### src/rtl/keypad_scanner.sv
// keypad_scanner: 4x4 matrix row scanner that locks onto a pressed key and reports debounced key codes
module keypad_scanner #(
    parameter int SETTLE = 2
) (
    input  logic       clk,
    input  logic       rstn,
    input  logic       en,
    input  logic [3:0] col,
    output logic [3:0] row,
    output logic       req,
    output logic [3:0] activeCol,
    input  logic       high,
    input  logic       low,
    output logic [3:0] key,
    output logic       keyValid,
    output logic       pressed
);
    localparam logic [1:0] SCAN    = 2'd0;
    localparam logic [1:0] CONFIRM = 2'd1;
    localparam logic [1:0] HELD    = 2'd2;
    localparam logic [3:0] SETTLE_N = 4'(SETTLE);
    // Key codes packed by {row, col}: nibble 0 is row 0 / col 0.
    localparam logic [63:0] KEY_MAP = {
        4'hD, 4'hF, 4'h0, 4'hE,
        4'hC, 4'h9, 4'h8, 4'h7,
        4'hB, 4'h6, 4'h5, 4'h4,
        4'hA, 4'h3, 4'h2, 4'h1
    };

    logic [1:0] state;
    logic [1:0] row_idx;
    logic [1:0] col_idx;
    logic [3:0] settle;
    logic [1:0] low_col;

    assign low_col   = col[0] ? 2'd0 : col[1] ? 2'd1 : col[2] ? 2'd2 : 2'd3;
    assign req       = (state == CONFIRM) || (state == HELD);
    assign row       = 4'b0001 << row_idx;
    assign activeCol = req ? ~(4'b0001 << col_idx) : 4'b1111;

    // Scan / confirm / held sequencing with registered key code, strobe and held flag
    always_ff @(posedge clk or negedge rstn) begin
        if (!rstn) begin
            state    <= SCAN;
            row_idx  <= 2'd0;
            col_idx  <= 2'd0;
            settle   <= 4'd0;
            key      <= 4'h0;
            keyValid <= 1'b0;
            pressed  <= 1'b0;
        end else begin
            keyValid <= 1'b0;
            case (state)
                SCAN: begin
                    if (en) begin
                        if (settle < SETTLE_N) begin
                            settle <= settle + 4'd1;
                        end else if (|col) begin
                            col_idx <= low_col;
                            state   <= CONFIRM;
                        end else begin
                            row_idx <= row_idx + 2'd1;
                            settle  <= 4'd0;
                        end
                    end
                end
                CONFIRM: begin
                    if (low) begin
                        settle <= 4'd0;
                        state  <= SCAN;
                    end else if (high) begin
                        key      <= KEY_MAP[{row_idx, col_idx, 2'b00} +: 4];
                        keyValid <= 1'b1;
                        pressed  <= 1'b1;
                        state    <= HELD;
                    end
                end
                HELD: begin
                    if (low) begin
                        pressed <= 1'b0;
                        row_idx <= row_idx + 2'd1;
                        settle  <= 4'd0;
                        state   <= SCAN;
                    end
                end
                default: begin
                    state    <= SCAN;
                    row_idx  <= 2'd0;
                    col_idx  <= 2'd0;
                    settle   <= 4'd0;
                    key      <= 4'h0;
                    keyValid <= 1'b0;
                    pressed  <= 1'b0;
                end
            endcase
        end
    end
endmodule

### config.mk
export PLATFORM = sky130hd
export DESIGN_NAME = keypad_scanner
export DESIGN_NICKNAME = d
export VERILOG_FILES = /design/src/rtl/keypad_scanner.sv
export SDC_FILE = /design/constraint.sdc
export NUM_CORES = 1
export LEC_CHECK = 0
export BUFFER_PORTS_ARGS = -buffer_cell sky130_fd_sc_hd__buf_2
export CORE_UTILIZATION = 25
export DETAILED_ROUTE_END_ITERATION = 10
export GPL_ROUTABILITY_DRIVEN = 0
export HOLD_SLACK_MARGIN = 0.02
export PLACE_DENSITY = 0.5
export SYNTH_ARGS = -nofsm -noshare
export SYNTH_HDL_FRONTEND = slang
export SYNTH_SLANG_ARGS = --single-unit
### constraint.sdc
create_clock -name clk -period 2.5 [get_ports clk]
set_clock_uncertainty 0.1 [all_clocks]
set_input_delay 0.375 -clock clk [delete_from_list [all_inputs] [get_ports clk]]
set_output_delay 0.375 -clock clk [all_outputs]
set_load 0.02 [all_outputs]
==> results of run 1 <==
==> cell usage in the layout, fill, tap and decap left out, drive strengths merged <==
cell and count:
a21oi 10, and3 2, nor4 1, a211oi 2
o221ai 4, inv 9, mux2i 1, and2 2
and2b 1, a22o 1, ha 15, nand2b 2
nor3b 1, or4 1, nand2 21, nand3b 1
o211ai 1, dlygate4sd3 1, nor2 3, mux2 1
or2 1, o21ai 14, or4b 2, nor3 4
o21a 1, buf 24, o31ai 2, nor2b 2
o22a 1, clkbuf 4, dfrtp 16
==> layer usage <==
metal	track usage	vias up	part of all wire
li1	-	491	-
met1	0.147	459	0.48
met2	0.193	24	0.47
met3	0.0334	2	0.047
met4	0.0204	0	0.0051
met5	0	-	0
==> worst reg2reg max path: stages, from the launching register on <==
cell and delay [ps]:
sky130_fd_sc_hd__dfrtp_1 400, sky130_fd_sc_hd__inv_1 80, sky130_fd_sc_hd__ha_1 420, sky130_fd_sc_hd__or4b_2 710, sky130_fd_sc_hd__o31ai_1 200
==> worst max-delay path by stage <==
stage,startpoint,end,slack (ps)
finish,state[0],col_idx[1],510
global route,state[0],col_idx[1],390
CTS,state[0],col_idx[1],490
detailed placement,state[0],col_idx[1],510
global placement,state[0],col_idx[1],580
floorplan,state[0],col_idx[1],550
==> per-stage QoR <==
step | power, mW | hold WS (ps) | setup slack [ps] | utilization | std cells
final | 1.62 | 244 | 507 | 0.314 | 203
after global routing | 1.77 | 263 | 392 | 0.314 | 203
after CTS | 1.63 | 243 | 493 | 0.314 | 203
after detailed placement | 1.40 | 218 | 506 | 0.299 | 198
after global placement | 1.38 | 211 | 577 | 0.299 | 198
after floorplan | 1.15 | -20.6 | 552 | - | 125
==> cell families after synthesis <==
logic type,after synthesis
and+or+nand+nor,44
AOI/OAI and AO/OA,36
DFF,16
adders and majority gates,15
buffers and inverters,12
muxes,2
==> report_power, final <==
part	switching, mW	internal, mW
registers	0.135	0.355
clock network	0.0893	0.140
logic	0.544	0.358
==> cells in the mapped netlist, drive strengths merged, types with 2 or more instances <==
library cell and n:
nand2 21, o221ai 4, and3 2, nor2b 2, inv 9, nor2 3, buf 2, dfrtp 16
o21ai 14, o31ai 2, ha 15, nand2b 2, and2 2, a211oi 2, or4b 2, a21oi 10
nor3 4
==> area by class of cell <==
| class | instances | area share |
|---|---|---|
| timing repair buffer | 25 | 0.0971 |
| multi-input combinational | 97 | 0.497 |
| clock buffer | 4 | 0.0403 |
| sequential | 16 | 0.293 |
| inverter | 9 | 0.0247 |
| tap | 52 | 0.0476 |
==> what timing repair did <==
item / in CTS / in global routing
gates resized for setup: 0 / 0
hold buffers: 1 / 0
endpoints found under the hold margin: 16 / 0
==> registers in the layout, summed over array words and instances (netlist names) <==
register,cells
pressed,1
keyValid,1
settle,4
key,4
col_idx,2
state,2
row_idx,2
==> summary by stage, run 1 <==
CTS
The clock tree root buffer cell is sky130_fd_sc_hd__clkbuf_8. The number of setup buffers added after CTS is 0. Counting every sink on the clock net gives 16. The clock tree from TritonCTS is yes. The insertion delay to the later sink of the worst-skew pair is 250 ps. CTS built an H-tree with a depth of 1. The number of buffers created by CTS is 3.

After clock tree synthesis, the clock-pin slew on the worst setup and hold paths is 60 ps. The maximum buffer depth of the clock tree is 2.

Floorplan
The height of the chip is 69.3 um. The area of the placeable core is 4350 um2. 24 I/O pins were placed. The floorplan step defined a die boundary enclosing 4810 um2.

The floorplan row count is 24. The initial core utilization is 0.260. The die extent in x is 69.3 um.

Finish
The net total in the final layout is 176. From synthesis to final layout, the design area changed by 20.5%. The number of fillers in the final layout is 447. The area used by multi-input combinational logic is 679 um2.

0 antenna diodes ended up in the layout. The finished cells cover 1370 um2. Summing all flip-flop and latch instances after layout gives 400 um2.

Of the cells placed in the final design, the portion with a size suffix greater than 1 is 0.245.

Detailed routing
The post-route DRC violation count is 0. The mean number of vias per cell is 4.81. The total vias in the final route is 976.

The number of DRC violations after detailed-routing iteration 0 is 38. In the final routed layout, each cell accounts on average for 12.6 um. The post-route antenna net violation count is 0. The first TritonRoute pass finished after 4 iterations. The total detailed-routing wirelength is 2570 um.

Worst setup path
The total number of cells along the worst setup path is 4. The largest fanout on the critical path is 9. The critical path goes through inv_1 > ha_1 > or4b_2 > o31ai_1. The endpoint identified for the worst register-to-register timing path is col_idx[1]. The required time at the worst-slack endpoint is 2560 ps. The cell count of the worst reg-to-reg path is 4. The number of buffers and inverters on the critical path is 1. The critical path is of the reg -> reg type. On the critical path the largest part of the delay comes from simple AND/OR/NAND/NOR gates. Among all stages on the critical path, the largest delay is contributed by sky130_fd_sc_hd__or4b_2.

Data arrives at the worst endpoint at 2050 ps. On the worst path, the slowest cell contributes a delay of 710 ps. The worst setup path is captured at a flop. The launch point of the worst reg-to-reg path is state[0]. The element type at the critical path start is a flop.

For flop-to-flop paths, the worst setup slack is 510 ps.

Synthesis
Synthesis produced a netlist with a net count of 149. The area fraction in compound gates after synthesis was 0.208. Counting flops with an async set or reset pin after synthesis yields a share of 1.00. Counting distinct cell types in the post-synthesis netlist gives 35. In the synthesized netlist the dominant register cell turns out to be sky130_fd_sc_hd__dfrtp_1.

The proportion of synthesized area in mux cells is 0.0221. Of the total synthesized cell area, the portion taken by full adders, half adders and majority gates is 0.166. The xor-xnor portion of the synthesized cell area is 0. The count of flip-flops with a built-in enable after synthesis is 0. The number of warnings printed during yosys synthesis is 0. The cell type with the highest aggregate area in the netlist is sky130_fd_sc_hd__dfrtp_1. Sorting the synthesized cells by area gives the leading types as sky130_fd_sc_hd__dfrtp_1 35%, sky130_fd_sc_hd__ha_1 17%, sky130_fd_sc_hd__nand2_1 6.6%. By area, the combinational part of the netlist is dominated by compound AO/OA/AOI/OAI gates.

The post-synthesis share of cell area spent on and, or, nand and nor gates is 0.204. Dividing the synthesized area by the synthesized cell count gives 9.07 um2. Of the post-synthesis cell area, the dominant cell type holds 0.353. The post-synth design cell area is 1130 um2. After technology mapping, the gate count stands at 125.

The sequential-to-total area share from yosys stat is 0.353. Counting flops and latches in the post-synthesis netlist gives 16.

STA
The minimum clock period after layout is 1990 ps. Setup total negative slack on the finished layout was measured at 0 ps. The max-slew violation count is 0. The relative slew slack is 0.675. For the pin with the worst max-slew slack, the measured transition is 482 ps.

The total setup violations reported at the end of the flow is 0. The hold violation count in the final report is 0. The post-route clock period utilization is 0.797. Derived from the worst setup path, the maximum achievable clock frequency is 502 MHz. Setup repair after global routing left no endpoint under its margin.

Global route
The initial antenna violation count is 0. In the global route stage, overall resource usage came out at 0.115. The global-route wire length before repair is 4410 um. After global routing the overflow that remains totals 0. The via count of the first global-routing pass was 941. The pin count of the biggest net entering global routing is 17.

Pwr
Dividing total power by cell area gives a power density of 1190 nW/um2. The maximum vdd ir drop is 334 uV. The leakage dissipation is 0.652 nW.

Place
The number of buffers added on ports is 23. After detailed placement, the total cell area comes to 1300 um2. The final HPWL from detailed placement is 1990 um.

Run status
The run finished with clean final reports.

Hold path
The cell depth of the worst min-delay path is 2. The startpoint of the tightest hold check path is col[1]. The worst min-delay path category is in -> reg. The end of the worst hold path is col_idx[1].

Flow run
The max-cap check violation count is 0.
(Power assumes the default switching activity.)
==> run 2, diff against run 1 <==
--- a/config.mk
+++ b/config.mk
@@ -5,12 +5,13 @@
 export SDC_FILE = /design/constraint.sdc
 export NUM_CORES = 1
 export LEC_CHECK = 0
+export ABC_AREA = 1
 export BUFFER_PORTS_ARGS = -buffer_cell sky130_fd_sc_hd__buf_2
 export CORE_UTILIZATION = 25
 export DETAILED_ROUTE_END_ITERATION = 10
 export GPL_ROUTABILITY_DRIVEN = 0
 export HOLD_SLACK_MARGIN = 0.02
-export PLACE_DENSITY = 0.5
+export PLACE_DENSITY = 0.51
 export SYNTH_ARGS = -nofsm -noshare
 export SYNTH_HDL_FRONTEND = slang
 export SYNTH_SLANG_ARGS = --single-unit
==> constraint.sdc (replaced) <==
create_clock -name clk -period 1.8 [get_ports clk]
set_clock_uncertainty 0.1 [all_clocks]
set_input_delay 0.27 -clock clk [delete_from_list [all_inputs] [get_ports clk]]
set_output_delay 0.27 -clock clk [all_outputs]
set_load 0.02 [all_outputs]
==> summary by stage, run 2 <==
Global route
The global-route wire length before repair is 4680 um. The overall global routing resource usage is 0.118. The initial antenna violation count is 0. The sum of overflow across all layers after global routing is 0. Entering global routing, the biggest net connects 17 pins. The via count of the first global-routing pass is 1077.

Finish
For this run, the number of standard cells in the final layout without fillers is 236. Fill cells in the final layout number 489. The fraction of final layout cells with drive strength greater than 1 is 0.207.

0 antenna diodes ended up in the layout. The area growth from synthesis to layout is 22.9%. In the final layout, the registers with the most flip-flops are key (4), settle (4). The commonest non-fill, non-tap cell in the layout is sky130_fd_sc_hd__nand2_1.

In the layout the commonest cells are 47 x sky130_fd_sc_hd__nand2_1, 23 x sky130_fd_sc_hd__buf_2, 21 x sky130_fd_sc_hd__inv_1. For this run, the share of the core covered by cells in the final layout is 0.323. The net total in the final layout is 209. Across the whole layout, storage elements account for 400 um2. Summing all multi-input logic gate instances after layout gives 669 um2.

Floorplan
The initial utilization of the core area, before any placement, comes to 0.263. The die covers 4880 um2. The number of top-level pins is 24. The height of the chip is 69.9 um. In this run the standard cell core region covers 4380 um2. The die is 69.9 um wide.

The floorplan row count is 24.

STA
The slew of the pin with the lowest slew margin is 384 ps. The hold violation count in the final report came to 0. The max-slew violation count came to 0.

In the finished design, the share of the clock period the worst path needs comes to 0.943. Setup repair after global routing left no endpoint under its margin. The worst pin sits at a relative slew slack of 0.744. The minimum clock period after layout is 1700 ps.

Setup violations remaining at the end of the flow were counted as 0. The final setup TNS is 0 ps. Based on the critical path, the design can be clocked at up to 589 MHz.

The worst hold slack is 202 ps.

Pwr
The proportion of power drawn by flip-flops and latches is 0.251. The total power is 2.22 mW. The analysis attributes to net switching a power of 1.06 mW. The ratio of total power to cell area is 1570 nW/um2. The leakage dissipation is 0.799 nW.

The combinational cell fraction of total power is 0.601. The design internal power is 1.15 mW. Across the VDD grid, the largest voltage drop is 495 uV. Of the total power, the clock network draws 0.148. Of the total power, the share spent switching nets is 0.479.

Worst setup path
The worst setup path is launched from a flop. The endpoint identified for the worst register-to-register timing path is key[2]. STA puts the critical path data required time at 1430 ps. The master of the slowest instance on the critical path is sky130_fd_sc_hd__dfrtp_1. The largest fanout on the critical path is 7. The endpoint type of the worst setup path is an output port. The setup check on the worst reg-to-reg path leaves a slack of 220 ps. The longest individual stage delay on the worst path is 480 ps. The cell count of the worst reg-to-reg path is 8. The total number of cells along the worst setup path is 4. The critical path arrival is 1330 ps. The worst setup path category is reg -> out. The launch point of the worst reg-to-reg path is state[1]. The number of buffers and inverters on the critical path is 2. The dominant delay contributor by cell family on the critical path is flip-flops. The critical path goes through inv_1 > ha_1 > nand2_1 > buf_2.

Hold path
The cell depth of the worst min-delay path is 4. The path with the worst hold slack has its endpoint at col_idx[1]. The startpoint of the tightest hold check path is col[1]. The worst min-delay path category is in -> reg.

Synthesis
The synthesized area per cell is 7.39 um2. The number of flip-flops and latches in the synthesized netlist is 16. The number of different library cells in the post-synthesis netlist is 21. In the post-synthesis netlist, the biggest area contributors are sky130_fd_sc_hd__dfrtp_1 35%, sky130_fd_sc_hd__ha_1 16%, sky130_fd_sc_hd__nand2_1 15%. When the netlist entered floorplanning its net count stood at 180. The cell type with the highest aggregate area in the netlist is sky130_fd_sc_hd__dfrtp_1. After synthesis, the most frequently instantiated cells are 47 x sky130_fd_sc_hd__nand2_1, 21 x sky130_fd_sc_hd__inv_1, 16 x sky130_fd_sc_hd__dfrtp_1, 15 x sky130_fd_sc_hd__ha_1, 13 x sky130_fd_sc_hd__nand3_1. The dominant synthesized flop cell is sky130_fd_sc_hd__dfrtp_1. The number of warnings printed during yosys synthesis is 0.

Yosys instantiated no cell more often than sky130_fd_sc_hd__nand2_1. Of the post-synthesis cell area, the dominant cell type holds 0.347. For this run, the register share of the synthesized area comes to 0.347.

Counting every instance in the synthesized netlist gives 156. The fraction of registers with async set/reset is 1.00. In this run, synthesis inferred 0 flip-flops with an integrated enable. The post-synth design cell area is 1150 um2.

Detailed routing
The number of DRC violations after detailed-routing iteration 0 is 50. The total vias in the final route is 1044. The routed design uses 1060 um of met2 wire. The wire length per cell is 10.9 um. The total detailed-routing wirelength is 2560 um. After detailed routing, the met3 layer carries 125 um of wire. The mean number of vias per cell is 4.42. After detailed routing, the wire length on met1 is 1350 um.

The first detailed-routing pass ran for 4 iterations. The uppermost layer routed is met4. The post-route DRC violation count is 0. The detail route stage leaves a number of antenna-violating nets equal to 0.

CTS
The tree built by TritonCTS fans out to 16 sinks. The clock tree root buffer cell is sky130_fd_sc_hd__clkbuf_8. The number of buffers created by CTS is 3. The H-tree depth is 1. The clock transition at the register clock pins on the worst setup and hold paths after CTS is 60 ps. Once the clock tree was built, the setup fixing pass inserted 0 buffers. The later pin in the worst-skew pair is clocked with a latency of 260 ps. TritonCTS built the clock tree.

The maximum buffer depth of the clock tree is 2.

Run status
The run finished with clean final reports.

Place
Summed over all nets, the half-perimeter wirelength after detailed placement is 2070 um. Port buffering added 23 buffers. The number of instances in the placed design is 231.

Flow run
Across the run, the number of max-cap violations was 0.
[run 2: cell types whose count changed in the layout (fill, tap and decap cells not counted), sizes merged, moves of 4 or more]
cell | previous run | this run
o21ai | 14 | 10
a21oi | 10 | 6
inv | 9 | 23
nand2 | 21 | 48
o21bai | 0 | 4
nand3 | 0 | 13
nor2 | 3 | 13
nor3 | 4 | 0
o221ai | 4 | 0
[run 2: through the flow]
stage,cell area (um2),worst slack (ps)
3_3_place_gp,1330,165
6_report,1420,103
5_1_grt,1420,21.1
3_5_place_dp,1330,98.6
2_1_floorplan,1150,276
4_1_cts,1400,38.6
[run 2: power groups by stage]
stage	Combinational [mW]	Sequential [mW]	Clock, mW
after floorplan	0.914	0.609	0
after global placement	1.30	0.564	0
after detailed placement	1.29	0.565	0
after CTS	1.30	0.558	0.338
after global routing	1.55	0.575	0.348
final	1.33	0.557	0.327
[run 2: how the worst max path moves through the flow]
stage / slack, ps / start / to
global placement: 160 / state[0] / state[1]
CTS: 40 / state[0] / activeCol[0]
detailed placement: 100 / state[0] / state[1]
global route: 20 / state[0] / settle[1]
floorplan: 280 / state[0] / settle[1]
finish: 100 / col_idx[0] / activeCol[0]
[run 2: final cells by class]
type	instances	share of cell area
Timing Repair Buffer	26	0.0989
Sequential cell	16	0.283
Tap cell	52	0.0459
Clock buffer	4	0.0389
Multi-Input combinational cell	115	0.473
Inverter	23	0.0610
[run 2: repair_timing]
item,4_1_cts,5_1_grt
hold endpoints to repair,16,0
resized for setup,0,4
setup endpoints to repair,0,16
hold buffers,1,0
[run 2: worst register-to-register path, delay by kind of cell, from the launching register on]
kind / cells / cell delay (ps)
buffers and inverters: 3 / 290
and+or+nand+nor: 3 / 380
AOI/OAI and AO/OA: 1 / 140
DFF: 1 / 380
adders and majority gates: 1 / 230
[run 2: layer usage]
layer,up-vias,track usage
li1,547,-
met1,470,0.159
met2,23,0.188
met3,4,0.0346
met4,0,0.0222
met5,-,0
[run 2: cells by family after synthesis]
| group | count (synthesis) | synth area share |
|---|---|---|
| and+or+nand+nor | 78 | 0.292 |
| buffers and inverters | 25 | 0.0890 |
| AOI/OAI and AO/OA | 22 | 0.109 |
| DFF | 16 | 0.347 |
| adders and majority gates | 15 | 0.163 |
==> run 3, diff against run 2 <==
--- a/config.mk
+++ b/config.mk
@@ -8,6 +8,7 @@
 export ABC_AREA = 1
 export BUFFER_PORTS_ARGS = -buffer_cell sky130_fd_sc_hd__buf_2
 export CORE_UTILIZATION = 25
+export CTS_BUF_LIST = sky130_fd_sc_hd__clkbuf_16
 export DETAILED_ROUTE_END_ITERATION = 10
 export GPL_ROUTABILITY_DRIVEN = 0
 export HOLD_SLACK_MARGIN = 0.02
==> summary by stage, run 3 (synthesis results as in run 2) <==
Run status
The run finished with clean final reports.

CTS
The number of setup buffers added after CTS is 0. After clock tree synthesis, the clock-pin slew on the worst setup and hold paths is 50 ps. The insertion delay to the later sink of the worst-skew pair is 250 ps. Clock tree synthesis found a total of 16 sinks. TritonCTS built the clock tree. CTS placed an instance of sky130_fd_sc_hd__clkbuf_16 at the clock tree root.

The H-tree depth is 1. The maximum buffer depth of the clock tree is 2. The number of buffers created by CTS is 3.

STA
Summed over all failing endpoints, the final setup total negative slack is 0 ps. The hold violation count in the final report came to 0. Of the available clock period, the critical path in the final layout requires 0.930.

The max-slew violation count is 0. The slew of the pin with the lowest slew margin is 383 ps. The fmax is 597 MHz. Counting I/O delays and the setup requirement, the final critical path takes 1670 ps. The least setup slack across all paths after layout is 125 ps. Measured against its own limit, the worst slew margin works out to 0.744. Setup repair after global routing left no endpoint under its margin.

Setup violations remaining at the end of the flow were counted as 0.

Pwr
Summed over all cells, the static leakage comes to 0.808 nW. VDD sags by at most 540 uV. The ratio of total power to cell area is 1620 nW/um2.

Place
Input and output buffers added on the ports amount to 23. The worst setup timing slack at the placement stage is 98.6 ps. The final HPWL from detailed placement is 2070 um.

Global route
The initial antenna violation count is 0. The global-route wire length before repair is 4700 um. The pin count of the biggest net entering global routing is 17. For this run the aggregate overflow at the end of global routing stands at 0. The via count of the first global-routing pass is 1061. The overall global routing resource usage is 0.117.

Worst setup path
The worst register-to-register path has a depth of 8. Data on the critical path arrives at its endpoint at 1300 ps. The worst setup path is of the reg -> out kind. The endpoint type of the worst setup path is an output port. For flop-to-flop paths, the worst setup slack is 220 ps.

In this run the critical register-to-register path is launched from state[1]. The destination of the worst register-to-register timing path is key[2]. The largest fanout on the critical path is 7. STA classifies the critical path startpoint as a flop. STA puts the critical path data required time at 1430 ps.

Floorplan
The initial core utilization is 0.263. The area of the placeable core is 4380 um2. The die covers 4880 um2. The die is 69.9 um tall. In this run the horizontal extent of the chip is 69.9 um. Row generation in the floorplan step produced 24 rows. In this run the count of I/O pins placed on the die edge is 24.

Detailed routing
The wire length on met2 is 1060 um. The total detailed-routing wirelength is 2570 um. Across all layers, the routed design uses 1041 vias. The mean number of vias per cell is 4.41. The total length of routed met3 wires is 191 um. After detailed routing, the number of remaining DRC violations is 0. The uppermost layer routed is met4. The detailed router put a total of 1300 um of wire on met1.

The detailed router finished its first iteration with 55 violations. The length of the first detailed-routing pass in iterations is 4. In the final routed layout, each cell accounts on average for 10.9 um. In this run the remaining antenna-violating nets after routing total 0.

Flow run
The max-cap check violation count is 0.

Finish
The net total in the final layout is 209. The fraction of final layout cells with drive strength greater than 1 is 0.201. The synthesis-to-finish area growth is 24.5%. In the final layout, the registers with the most flip-flops are key (4), settle (4).

Leaving out fill and tap cells, the most frequent cell in the layout is sky130_fd_sc_hd__nand2_1. The number of antenna diodes in the final layout is 0. In the layout the commonest cells are 47 x sky130_fd_sc_hd__nand2_1, 23 x sky130_fd_sc_hd__buf_2, 21 x sky130_fd_sc_hd__inv_1.

Hold path
For hold timing, the worst endpoint is col_idx[1]. The startpoint of the tightest hold check path is col[1]. The cell depth of the worst min-delay path is 4.

The worst min-delay path category is in -> reg.
-- run 3: changes by cell type in the layout (fill, tap and decap cells not counted) --
cell / delta
sky130_fd_sc_hd__nor2_4: -1
sky130_fd_sc_hd__nor2_2: +1
sky130_fd_sc_hd__clkbuf_8: -4
sky130_fd_sc_hd__clkbuf_16: +3
sky130_fd_sc_hd__clkinv_1: +1
-- run 3: routing by layer --
layer / global-route usage / vias up
li1: - / 546
met1: 0.163 / 458
met2: 0.187 / 33
met3: 0.0289 / 4
met4: 0.0200 / 0
met5: 0 / -
-- run 3: cell type report --
type	instances	area, um2
fillers	491	2950
clock buffers	3	75.1
repair buffers	26	140
well taps	52	65.1
clock inverters	1	3.75
multi-input cells	115	664
flip-flops and latches	16	400
inverters	23	86.3
-- run 3: where the power goes --
group          switching (mW)  leakage, nW  internal, mW  total [mW]
combinational           0.839        0.555         0.488        1.33
clock                   0.149       0.0385         0.295       0.444
sequential             0.0863        0.215         0.471       0.557
-- run 3: per-stage QoR --
step           hold WS [ps]  power, mW  instance area [um2]   util  cells
2_1_floorplan          -126       1.52                 1150      -    156
3_3_place_gp            115       1.86                 1330  0.304    231
3_5_place_dp            116       1.86                 1330  0.304    231
4_1_cts                 213       2.32                 1420  0.324    236
6_report                209       2.33                 1440  0.327    236
5_1_grt                 230       2.58                 1440  0.327    236
-- run 3: timing repair --
action	4_1_cts	5_1_grt
hold buffers	1	0
endpoints found under the setup margin	0	13
resized for setup	0	3
endpoints found under the hold margin	16	0
-- run 3: worst max-delay path by stage --
stage                           from      endpoint  slack (ps)  cells after the start
after floorplan             state[0]     settle[1]         280                      8
after global placement      state[0]      state[1]         160                      7
after detailed placement    state[0]      state[1]         100                      7
after CTS                   state[0]  activeCol[0]          50                      4
after global routing        state[1]        key[2]           2                      8
final                     col_idx[0]  activeCol[0]         130                      4
-- run 3: worst max-delay path: stages (launching register included) --
cell,delay [ps]
sky130_fd_sc_hd__dfrtp_1,470
sky130_fd_sc_hd__inv_1,130
sky130_fd_sc_hd__ha_1,240
sky130_fd_sc_hd__nand2_1,70
sky130_fd_sc_hd__buf_2,150
